$ cat config.mk
export PLATFORM = sky130hd
export DESIGN_NAME = fetch_unit
export DESIGN_NICKNAME = d
export VERILOG_FILES = /design/src/rtl/fetch_unit.sv
export SDC_FILE = /design/constraint.sdc
export NUM_CORES = 2
export LEC_CHECK = 0
export CORE_MARGIN = 2
export CORE_UTILIZATION = 50
export DETAILED_ROUTE_END_ITERATION = 16
export GPL_TIMING_DRIVEN = 0
export HOLD_SLACK_MARGIN = 0.12
export PLACE_DENSITY = 0.75
export SYNTH_ARGS = -nofsm -noshare
export SYNTH_HDL_FRONTEND = slang
export SYNTH_SLANG_ARGS = --single-unit
$ cat constraint.sdc
create_clock -name clk -period 12.09 [get_ports clk]
set_clock_uncertainty 0.15 [all_clocks]
set_input_delay 1.209 -clock clk [delete_from_list [all_inputs] [get_ports clk]]
set_output_delay 1.209 -clock clk [all_outputs]
set_load 0.02 [all_outputs]
$ cat src/rtl/fetch_unit.sv
// Instruction-fetch stage: program counter, loadable instruction memory and instruction
// register. A loader write takes priority over PC/IR updates; bad fetches latch a halt opcode.
`timescale 1ns/1ps
module fetch_unit #(
  parameter int unsigned IMEM_DEPTH = 64,
  parameter logic [31:0] RESET_PC   = 32'h0000_0000
) (
  input  logic        clk,
  input  logic        reset,
  input  logic        PCWre,
  input  logic        IRWre,
  input  logic [1:0]  PCSrc,
  input  logic [31:0] ext_imm,
  input  logic [31:0] jr_target,
  input  logic        prog_we,
  input  logic [9:0]  prog_addr,
  input  logic [31:0] prog_data,
  output logic [31:0] pc,
  output logic [31:0] pc4,
  output logic [31:0] ir,
  output logic [5:0]  decode,
  output logic [4:0]  rs,
  output logic [4:0]  rt,
  output logic [4:0]  rd,
  output logic [4:0]  sa,
  output logic [15:0] imm16,
  output logic        fault,
  output logic [31:0] fetch_count
);

  localparam int unsigned AW = $clog2(IMEM_DEPTH);
  localparam logic [31:0] HaltInstr = 32'hFC00_0000;

  logic [31:0] imem_q [IMEM_DEPTH];

  logic [31:0] pc_q, pc_d;
  logic [31:0] ir_q, ir_d;
  logic [31:0] cnt_q, cnt_d;
  logic        fault_q, fault_d;

  logic [31:0] next_pc;
  logic [31:0] fetch_word;
  logic        fetch_legal;
  logic        prog_in_range;

  assign pc4           = pc_q + 32'd4;
  assign fetch_word    = imem_q[pc_q[AW+1:2]];
  assign fetch_legal   = (pc_q[1:0] == 2'b00) && ({2'b00, pc_q[31:2]} < IMEM_DEPTH);
  assign prog_in_range = {22'd0, prog_addr} < IMEM_DEPTH;

  always_comb begin
    next_pc = pc4;
    unique case (PCSrc)
      2'b00: next_pc = pc4;
      2'b01: next_pc = pc4 + (ext_imm << 2);
      2'b10: next_pc = jr_target;
      2'b11: next_pc = {pc4[31:28], ir_q[25:0], 2'b00};
      default: next_pc = pc4;
    endcase
  end

  always_comb begin
    pc_d    = pc_q;
    ir_d    = ir_q;
    cnt_d   = cnt_q;
    fault_d = fault_q;
    if (!prog_we) begin
      if (PCWre && !fault_q) pc_d = next_pc;
      // IR always samples the word at the pre-update pc.
      if (IRWre) begin
        if (fetch_legal && !fault_q) begin
          ir_d  = fetch_word;
          cnt_d = cnt_q + 32'd1;
        end else begin
          ir_d    = HaltInstr;
          fault_d = 1'b1;
        end
      end
    end
  end

  always_ff @(posedge clk or negedge reset) begin
    if (!reset) begin
      pc_q    <= RESET_PC;
      ir_q    <= 32'd0;
      cnt_q   <= 32'd0;
      fault_q <= 1'b0;
    end else begin
      pc_q    <= pc_d;
      ir_q    <= ir_d;
      cnt_q   <= cnt_d;
      fault_q <= fault_d;
    end
  end

  // Memory contents survive reset so a loaded program can be rerun.
  always_ff @(posedge clk) begin
    if (prog_we && prog_in_range) imem_q[prog_addr[AW-1:0]] <= prog_data;
  end

  assign pc          = pc_q;
  assign ir          = ir_q;
  assign fault       = fault_q;
  assign fetch_count = cnt_q;
  assign decode      = ir_q[31:26];
  assign rs          = ir_q[25:21];
  assign rt          = ir_q[20:16];
  assign rd          = ir_q[15:11];
  assign sa          = ir_q[10:6];
  assign imm16       = ir_q[15:0];

endmodule
==> impl_metrics.csv <==
group,metric,value,unit
status,violations,"capacitance limit, slew limit",
critical_path,r2r_cells,17,
synthesis,synth_edf_count,2048,
clocking,cts_num_sinks,2145,
global_routing,grt_usage,29.3,%
routing,vias,50300,
hold_path,min_path_type,"input port to asynchronous set/reset pin",
synthesis,synth_ff_type,"edfxtp_1",
sta,fin_hold_ws,196,ps
global_routing,antenna_found_initial,35,
placed_design,place_ws,4890,ps
placed_design,placed_cells,7341,
sta,layout_setup_ws,4520,ps
routing,wl,259,mm
critical_path,r2r_end,"pc[24]",
synthesis,synth_fa_ha_area_share,0.532,%
routing,drtPass1Iterations,8,
job,drv_cap,1,
finish,areaGrowthSynthToFinish,17.0,%
power,ir_drop,0.000196,V
critical_path,ff2ff_setup_slack,4520,ps
routing,drt-initial-drc-count,7756,
sta,rsz0062_at_grt,"no",
die,fp.dieH,419,microns
sta,finalCriticalPeriod,7570,ps
clocking,post_cts_buffers,0,
synthesis,postSynthAreaPerCell,18.2,sq um
synthesis,yosys-mux-area-fraction,13.8,%
sta,drv_slew,11,
die,fp.dieArea,175000,sq um
global_routing,grt_max_degree,65,
clocking,numCtsBuffers,202,
clocking,clkSlewWorstSetupHoldPaths,70,ps
synthesis,synth-simple-area-share,2.48,%
global_routing,first_global_vias,49200,
critical_path,arrival,8100,ps
finish,final_core_util,58.8,%
critical_path,worst_setup_path_start_kind,"register",
global_routing,grt_pass1_wl,360,mm
placed_design,gp_congestion,0.998,
routing,drc,0,
routing,ant_nets,0,
synthesis,synth_compound_area_share,6.32,%
critical_path,criticalPathCategory,"register to register",
sta,tightest_slew,1530,ps
status,status,"finished with violations",
clocking,clock_latency,850,ps
synthesis,synth_seq_area_share,74.3,%
clocking,tritoncts,"built",
sta,relSlewSlack,-2.29,%
die,fp.dieW,419,microns
critical_path,r2r_start,"pc[2]",
clocking,clock-root-buffer,"clkbuf_16",
synthesis,syn_inst,4736,
synthesis,synth_xor_area_share,0.825,%
clocking,cts_resized,0,
synthesis,syn_area,86000,sq um
critical_path,end_kind,"register",
synthesis,synth_top_family_by_area,"multiplexers",
critical_path,worstPathRequired,12620,ps
routing,routed_via_density,6.51,
sta,finalHoldViolCount,0,
die,start_util,50.2,%
finish,finalInstanceArea,101000,sq um
finish,layout-drive-gt1-share,18.4,%
routing,wl_per_cell,33.5,microns
critical_path,cp_max_fo,10,
power,p_per_area,182,nW/um^2
sta,fin_crit_sh,62.6,%
die,fp-row-count,152,
power,p_total,18.3,mW
die,core_area,171000,sq um
clocking,cts_max_level,4,
finish,final_nets,5462,
clocking,cts_buffer_depth,3,
synthesis,ys_warn_count,0,
synthesis,async_reset_ff_share,4.52,%
synthesis,synthDistinctLibCells,59,
power,p_leak,32.8,nW
clocking,holdBufCountCts,0,
synthesis,ys_seq_elements,2145,
sta,setup_viol,0,
placed_design,hpwlAfterDp,180,mm
global_routing,grt_overflow_total,0,
placed_design,placed_area,94000,sq um
synthesis,syn_nets,4885,
sta,fmax,0.132,GHz
sta,finalSetupTns,0,ps
die,ios,284,
finish,layoutNonFillerInstCount,7732,
placed_design,port-buffer-count,278,
## placed cells by master (no fill, tap or decap), types with 25 or more instances in the layout
cell | netlist | layout
mux2_2 | 123 | 123
clkbuf_1 | 179 | 219
a21oi_1 | 196 | 196
buf_1 | 38 | 37
dfrtp_1 | 97 | 97
nor2_1 | 131 | 67
clkbuf_16 | 0 | 206
xor2_1 | 26 | 26
o21ai_0 | 305 | 305
clkinv_2 | 0 | 28
mux4_2 | 295 | 295
nor2_4 | 1 | 65
a22oi_1 | 105 | 105
clkinv_1 | 0 | 43
clkdlybuf4s50_1 | 0 | 245
nand3_1 | 87 | 87
inv_1 | 25 | 25
a22o_1 | 26 | 26
a221oi_1 | 105 | 105
xnor2_1 | 55 | 55
buf_2 | 53 | 87
o211ai_1 | 29 | 29
buf_16 | 0 | 28
nand2_1 | 168 | 168
edfxtp_1 | 2048 | 2048
mux2i_1 | 380 | 380
ha_1 | 35 | 35
buf_12 | 0 | 66
buf_4 | 45 | 46
## per-layer routing
metal  GRT usage, %  up-vias  wire (microns)
met1           37.5    25500           91200
met2           45.4     3685          119000
met5              0        -              86
met4           17.0       12           17000
met3           7.74      736           31800
li1               -    20400               -
## cell type report
type / instances / area (sq um)
fill: 12100 / 70500
antenna: 18 / 45.0
multi-input combinational: 2251 / 21100
tap: 2233 / 2790
inverter: 25 / 93.8
clock inverter: 124 / 1280
buffer: 315 / 1420
clock buffer: 248 / 5310
timing repair buffer: 373 / 4720
sequential: 2145 / 63900
## critical path, stage by stage, from the launching register on
cell      delay, ps
dfrtp_1         620
buf_2           430
buf_2           370
buf_2           570
buf_2           550
clkbuf_1       1080
nand2_1         170
xnor2_1         740
ha_1            410
o21a_1          200
o31a_1          140
a21oi_1         310
a21oi_1         210
a221oi_1        540
nor2b_1         400
a21oi_1         140
o21ai_0         230
a21oi_1         100
## cells by family (layout without fill, tap and decap cells)
family,after synthesis,count (layout)
AO/OA/AOI/OAI,866,866
XOR/XNOR,81,81
adder cells (fa/ha/maj),36,36
buffers and inverters,340,1085
flip-flops,2145,2145
multiplexers,798,798
other,0,18
AND/OR/NAND/NOR,470,470
## cell usage after synthesis (all sizes together), types with 3 or more instances
master | number | share of area (%)
nand3 | 87 | 0.51
nand4 | 21 | 0.17
and2 | 3 | 0.022
a21o | 11 | 0.096
and3 | 7 | 0.051
nand3b | 3 | 0.026
a21oi | 196 | 1.1
edfxtp | 2048 | 72
xor2 | 26 | 0.26
a22o | 26 | 0.26
o21bai | 6 | 0.052
a22oi | 105 | 0.92
dfrtp | 97 | 2.8
mux4 | 295 | 7.7
clkbuf | 179 | 0.78
mux2i | 380 | 4.4
ha | 35 | 0.51
inv | 25 | 0.11
nand2b | 9 | 0.065
o21a | 5 | 0.044
o21ai | 305 | 1.8
o211ai | 29 | 0.25
nor4 | 11 | 0.097
a221oi | 105 | 1.1
o41ai | 3 | 0.031
nor3 | 10 | 0.070
buf | 136 | 0.87
o221ai | 24 | 0.24
nand2 | 168 | 0.73
a31oi | 3 | 0.022
nor2 | 132 | 0.58
a211oi | 15 | 0.13
nor2b | 9 | 0.065
mux2 | 123 | 1.6
o22ai | 20 | 0.15
xnor2 | 55 | 0.56
## flip-flops by register name, summed over array words and instances (netlist names)
| name | count |
|---|---|
| fault | 1 |
| ir | 32 |
| fetch_count | 32 |
| pc | 32 |
| imem_q | 2048 |
## power breakdown
| part | total [mW] | switching (mW) | internal, mW | leakage (nW) |
|---|---|---|---|---|
| sequential | 8.21 | 0.0536 | 8.16 | 19.7 |
| clock | 6.39 | 2.76 | 3.63 | 3.19 |
| combinational | 3.69 | 2.47 | 1.22 | 9.91 |
| total | 18.3 | 5.28 | 13.0 | 32.8 |
## worst max-delay path by stage
stage / from / to / depth (start not counted)
3_5_place_dp: pc[2] / pc[28] / 17
3_3_place_gp: pc[2] / pc[28] / 17
5_1_grt: pc[2] / pc[25] / 17
6_report: pc[2] / pc[24] / 17
2_1_floorplan: pc[2] / pc[28] / 17
4_1_cts: pc[2] / pc4[5] / 8
(Power assumes the default switching activity.)
